<file path="src/rtl/id_imm_ctrl.sv">
// Decode-stage immediate controller: classifies the immediate format, sign-extends it,
// and presents it to execute through a 2-entry skid buffer with flush and an issue counter.
module id_imm_ctrl #(
    parameter int XLEN = 64,
    parameter int ILEN = 32,
    parameter int CNTW = 32
) (
    input  logic            clk,
    input  logic            rst,
    input  logic            flush_i,
    input  logic            inst_valid_i,
    output logic            inst_ready_o,
    input  logic [ILEN-1:0] inst_i,
    input  logic [XLEN-1:0] pc_i,
    output logic            out_valid_o,
    input  logic            out_ready_i,
    output logic [XLEN-1:0] imm_o,
    output logic [2:0]      immtype_o,
    output logic [XLEN-1:0] pc_o,
    output logic            illegal_o,
    output logic [CNTW-1:0] issue_cnt_o
);

    typedef enum logic [1:0] {EMPTY, BUSY, FULL} state_t;

    typedef enum logic [2:0] {
        IMM_NONE = 3'd0,
        IMM_I    = 3'd1,
        IMM_S    = 3'd2,
        IMM_B    = 3'd3,
        IMM_U    = 3'd4,
        IMM_J    = 3'd5,
        IMM_ILL  = 3'd7
    } imm_type_t;

    state_t          state, state_nxt;
    imm_type_t       dec_type;
    logic [XLEN-1:0] dec_imm;

    logic [XLEN-1:0] out_imm, out_pc, skid_imm, skid_pc;
    imm_type_t       out_type, skid_type;
    logic            out_ill, skid_ill;
    logic [CNTW-1:0] cnt;

    logic accept, out_hs;
    logic load_out_in, load_out_skid, load_skid;

    // NOTE: every variable written in a combinational block gets a default first so no latch is inferred.
    always_comb begin
        dec_type = IMM_ILL;
        dec_imm  = '0;
        case (inst_i[6:0])
            7'b0000011, 7'b0010011, 7'b0011011,
            7'b1100111, 7'b1110011:             dec_type = IMM_I;
            7'b0100011:                         dec_type = IMM_S;
            7'b1100011:                         dec_type = IMM_B;
            7'b0110111, 7'b0010111:             dec_type = IMM_U;
            7'b1101111:                         dec_type = IMM_J;
            7'b0110011, 7'b0111011, 7'b0001111: dec_type = IMM_NONE;
            default:                            dec_type = IMM_ILL;
        endcase
        case (dec_type)
            IMM_I: dec_imm = {{(XLEN-12){inst_i[31]}}, inst_i[31:20]};
            IMM_S: dec_imm = {{(XLEN-12){inst_i[31]}}, inst_i[31:25], inst_i[11:7]};
            IMM_B: dec_imm = {{(XLEN-13){inst_i[31]}}, inst_i[31], inst_i[7],
                              inst_i[30:25], inst_i[11:8], 1'b0};
            IMM_U: dec_imm = {{(XLEN-32){inst_i[31]}}, inst_i[31:12], 12'b0};
            IMM_J: dec_imm = {{(XLEN-21){inst_i[31]}}, inst_i[31], inst_i[19:12],
                              inst_i[20], inst_i[30:21], 1'b0};
            default: dec_imm = '0;
        endcase
    end

    assign accept = inst_valid_i & inst_ready_o;
    assign out_hs = out_valid_o & out_ready_i;

    // NOTE: sequential state uses non-blocking assignments so all registers update from pre-edge values.
    always_ff @(posedge clk) begin
        if (rst) state <= EMPTY;
        else     state <= state_nxt;
    end

    always_comb begin
        state_nxt = state;
        if (flush_i) begin
            state_nxt = EMPTY;
        end else begin
            case (state)
                EMPTY: if (accept) state_nxt = BUSY;
                BUSY: begin
                    if (accept && !out_ready_i)      state_nxt = FULL;
                    else if (!accept && out_ready_i) state_nxt = EMPTY;
                end
                FULL:  if (out_ready_i) state_nxt = BUSY;
                default: state_nxt = EMPTY;
            endcase
        end
    end

    always_comb begin
        inst_ready_o = (state != FULL);
        out_valid_o  = (state != EMPTY);
    end

    // The skid entry always drains to the output before any newer instruction.
    always_comb begin
        load_out_in   = accept & ~flush_i & ((state == EMPTY) | ((state == BUSY) & out_ready_i));
        load_out_skid = (state == FULL) & out_ready_i & ~flush_i;
        load_skid     = (state == BUSY) & accept & ~out_ready_i & ~flush_i;
    end

    always_ff @(posedge clk) begin
        if (rst) begin
            out_imm  <= '0;
            out_type <= IMM_NONE;
            out_pc   <= '0;
            out_ill  <= 1'b0;
        end else if (load_out_in) begin
            out_imm  <= dec_imm;
            out_type <= dec_type;
            out_pc   <= pc_i;
            out_ill  <= (dec_type == IMM_ILL);
        end else if (load_out_skid) begin
            out_imm  <= skid_imm;
            out_type <= skid_type;
            out_pc   <= skid_pc;
            out_ill  <= skid_ill;
        end
    end

    // NOTE: skid data needs no reset; its contents are only observed when the state is FULL.
    always_ff @(posedge clk) begin
        if (load_skid) begin
            skid_imm  <= dec_imm;
            skid_type <= dec_type;
            skid_pc   <= pc_i;
            skid_ill  <= (dec_type == IMM_ILL);
        end
    end

    always_ff @(posedge clk) begin
        if (rst)         cnt <= '0;
        else if (out_hs) cnt <= cnt + CNTW'(1);
    end

    assign imm_o       = out_imm;
    assign immtype_o   = out_type;
    assign pc_o        = out_pc;
    assign illegal_o   = out_ill;
    assign issue_cnt_o = cnt;

endmodule

</file>
<file path="config.mk">
export PLATFORM = sky130hd
export DESIGN_NAME = id_imm_ctrl
export DESIGN_NICKNAME = d
export VERILOG_FILES = /design/src/rtl/id_imm_ctrl.sv
export SDC_FILE = /design/constraint.sdc
export NUM_CORES = 1
export LEC_CHECK = 0
export CORE_ASPECT_RATIO = 0.7
export CORE_UTILIZATION = 30
export CTS_CLUSTER_SIZE = 30
export DETAILED_ROUTE_END_ITERATION = 10
export SYNTH_ARGS = -nofsm -noshare
export SYNTH_HDL_FRONTEND = slang
export SYNTH_SLANG_ARGS = --single-unit
</file>
<file path="constraint.sdc">
create_clock -name clk -period 5.6 [get_ports clk]
set_input_delay 0.84 -clock clk [delete_from_list [all_inputs] [get_ports clk]]
set_output_delay 0.84 -clock clk [all_outputs]
set_load 0.1 [all_outputs]
</file>
==> flow_summary.yaml <==
grt:
  overflow: 0
  antenna_found_initial: 3
  grt_max_degree: 82
  grt.total_usage_pct: 17.0
  grt_pass1_wl_mm: 44.5
  grt_pass1_vias: 7447
critical_path:
  end_kind: "output port"
  r2r_cells: 6
  critical_path.top_delay_family: "buffers and inverters"
  slowest_delay_ns: 1.29
  cp_num_cells: 1
  crit_path_cell_trace: "clkdlybuf4s50_1"
  crit_required_ns: 4.76
  critPathArrivalTime_ns: 2.76
  startpoint_type: "flip-flop"
  crit_type: "flip-flop to output port"
  crit_fanout: 34
  cp_slowest_cell: "clkdlybuf4s50_1"
  cp_num_buf_inv: 1
route:
  via_per_inst: 4.98
  vias: 7809
  ant_nets: 0
  wl_mm: 28.7
  first_iter_violations: 551
  wire_per_inst_um: 18.3
  drc: 0
  firstDrtPassIters: 5
synth:
  synthesis.area_um2: 9720
  yosysTopAreaCell: "edfxtp_1"
  synth.top_cell.area_share_pct: 30.9
  synth.distinct_cells: 63
  synth-edff-count: 100
  ys.warnings.count: 0
  synth.area.top_cells: "edfxtp_1 (31%), dfxtp_1 (28%), a22oi_1 (5.9%), a21oi_1 (4.4%), nand2_1 (4.4%)"
  synth_flop_cell: "dfxtp_1"
  avgSynthCellArea_um2: 10.6
  synth.most_common_cell: "dfxtp_1"
  async_flop_share_pct: 0
  ys_seq_area_share_pct: 58.5
  syn-num-nets: 1023
  ys_top_cells_by_count: "dfxtp_1 (134), nand2_1 (114), edfxtp_1 (100), a21oi_1 (86), a22oi_1 (77)"
  syn_inst: 920
  ys_ff_latch: 234
clock_tree:
  cts_tree: "yes"
  cts_setup_buffers: 0
  h-tree-depth: 1
  clk_pin_slew_ns: 0.06
  cts_resized: 0
  insertion_delay_ns: 0.53
  numCtsBuffers: 25
  postCtsHoldBufs: 0
  cts.sinks: 234
  root_buffer: "clkbuf_16"
  clk_path_buf_depth: 3
sta:
  layout_min_cycle_time_ns: 3.60
  finClkSkew_ns: 0.00862
  drv_slew: 0
  tightest_slew_ns: 1.11
  setup_viol: 0
  tns_ns: 0
  min_period_over_period_pct: 64.2
  fmax_mhz: 278
  hold_viol: 0
  rsz0062_at_grt: "false"
  maxSlewHeadroom_pct: 25.8
die:
  initial_core_util_pct: 30.9
  placementRows: 54
  dieWidth_um: 217
  core_area_um2: 31500
  die_height_um: 153
  dieArea_um2: 33100
  io_pins: 267
outcome:
  status: "finished, final reports clean"
power:
  clkPwrFrac_pct: 41.9
  power.density_nw_per_um2: 303
  p_comb_share_pct: 12.9
  intPower_mw: 2.96
  pwr-share-seq_pct: 45.2
  p_sw_mw: 1.08
  swShare_pct: 26.8
  ir_drop_mv: 0.206
  p_leak_nw: 4.41
cells_and_area:
  design_area_um2: 13300
  area_growth_pct: 37.1
  drive_above_1_share_pct: 6.20
  fillerInstances: 3042
  fin_nets: 1231
  stdcell_count: 1567
placed_design:
  dpl_cell_area_um2: 12500
  portBuffers: 266
  place_inst: 1521
  hpwl_mm: 19.0
  gp_congestion: 0.875
min_path:
  hold_path.class: "flip-flop to flip-flop"
  holdPathStages: 2
run:
  maxCapViolCount: 0
==> metal layers <==
metal / track usage, % / share of wire [%]
met1: 24.4 / 46
met2: 25.3 / 44
met3: 4.63 / 7.9
met4: 3.69 / 1.9
met5: 0 / 0.038
==> per-stage QoR <==
| stage | power [mW] | setup slack [ns] | utilization, % | hold WS (ns) |
|---|---|---|---|---|
| finish | 4.04 | 2.00 | 42.3 | 0.453 |
| global route | 4.21 | 1.80 | 42.3 | 0.471 |
| CTS | 4.11 | 1.91 | 42.3 | 0.455 |
| detailed placement | 2.39 | 1.94 | 39.7 | 0.447 |
| global placement | 2.39 | 2.00 | 39.7 | 0.441 |
| floorplan | 2.21 | 1.41 | - | 0.477 |
==> power by group through the flow <==
| stage | Sequential, mW | Combinational, mW | Clock (mW) |
|---|---|---|---|
| floorplan | 2.07 | 0.141 | 0 |
| global placement | 1.86 | 0.520 | 0 |
| detailed placement | 1.87 | 0.524 | 0 |
| CTS | 1.83 | 0.525 | 1.76 |
| global route | 1.83 | 0.547 | 1.83 |
| finish | 1.83 | 0.523 | 1.69 |
==> cells by family after synthesis <==
logic type	count (synthesis)	synth area share (%)
and+or+nand+nor	288	14.5
buffers and inverters	105	5.85
muxes	6	0.631
xor gates and xnor gates	24	2.16
AOI/OAI and AO/OA	261	18.1
DFF	234	58.5
adders and majority gates	2	0.257
==> worst register-to-register path: stages (launching register included) <==
cell,delay (ns)
dfxtp_1,0.46
nand2b_1,0.22
nor3_4,0.77
nor2_4,0.20
buf_4,0.40
a22oi_1,0.32
o32ai_1,0.13
==> sequential cells by signal, indices dropped and copies added (netlist names) <==
name         flops
illegal_o        1
imm_o           32
immtype_o        3
issue_cnt_o     32
pc_o            64
skid_ill         1
skid_imm        32
skid_pc         64
skid_type        3
state            2
==> final cells by class <==
cell class	instances	area, um^2	area share, %
Multi-Input combinational cell	581	3480	26.1
Tap cell	420	526	3.94
Sequential cell	234	5690	42.7
Inverter	11	41.3	0.310
Clock inverter	14	125	0.939
Antenna cell	1	2.50	0.0188
Timing Repair Buffer	275	2750	20.7
Clock buffer	31	711	5.33
==> cells in the final DEF, fill, tap and decap left out, drive strengths merged, types with 3 or more instances in the layout <==
cell type,netlist,layout
a21o,18,18
a21oi,87,87
a22oi,77,77
a311oi,3,3
a31o,5,5
a31oi,16,16
a32o,6,6
and2,19,19
and3,7,7
and4,7,7
buf,64,10
clkbuf,29,31
clkdlybuf4s50,0,265
clkinv,0,9
dfxtp,134,134
edfxtp,100,100
inv,11,12
mux2i,5,5
nand2,114,114
nand2b,4,4
nand3,27,27
nand4,14,14
nor2,55,55
nor2b,10,10
nor3,11,11
nor4,4,4
o211ai,6,6
o21a,6,6
o21ai,12,12
o2bb2ai,8,8
o32ai,4,4
or3,7,7
xnor2,16,16
xor2,8,8
==> path summary, 6_finish.rpt <==
check            start        end  slack [ns]
max          imm_o[62]  imm_o[60]        2.00
min           pc_o[38]   pc_o[38]        0.45
max reg2reg   state[1]   imm_o[0]        2.94
min reg2reg   pc_o[38]   pc_o[38]        0.45
Note: power is estimated with default switching activity, not from simulation.
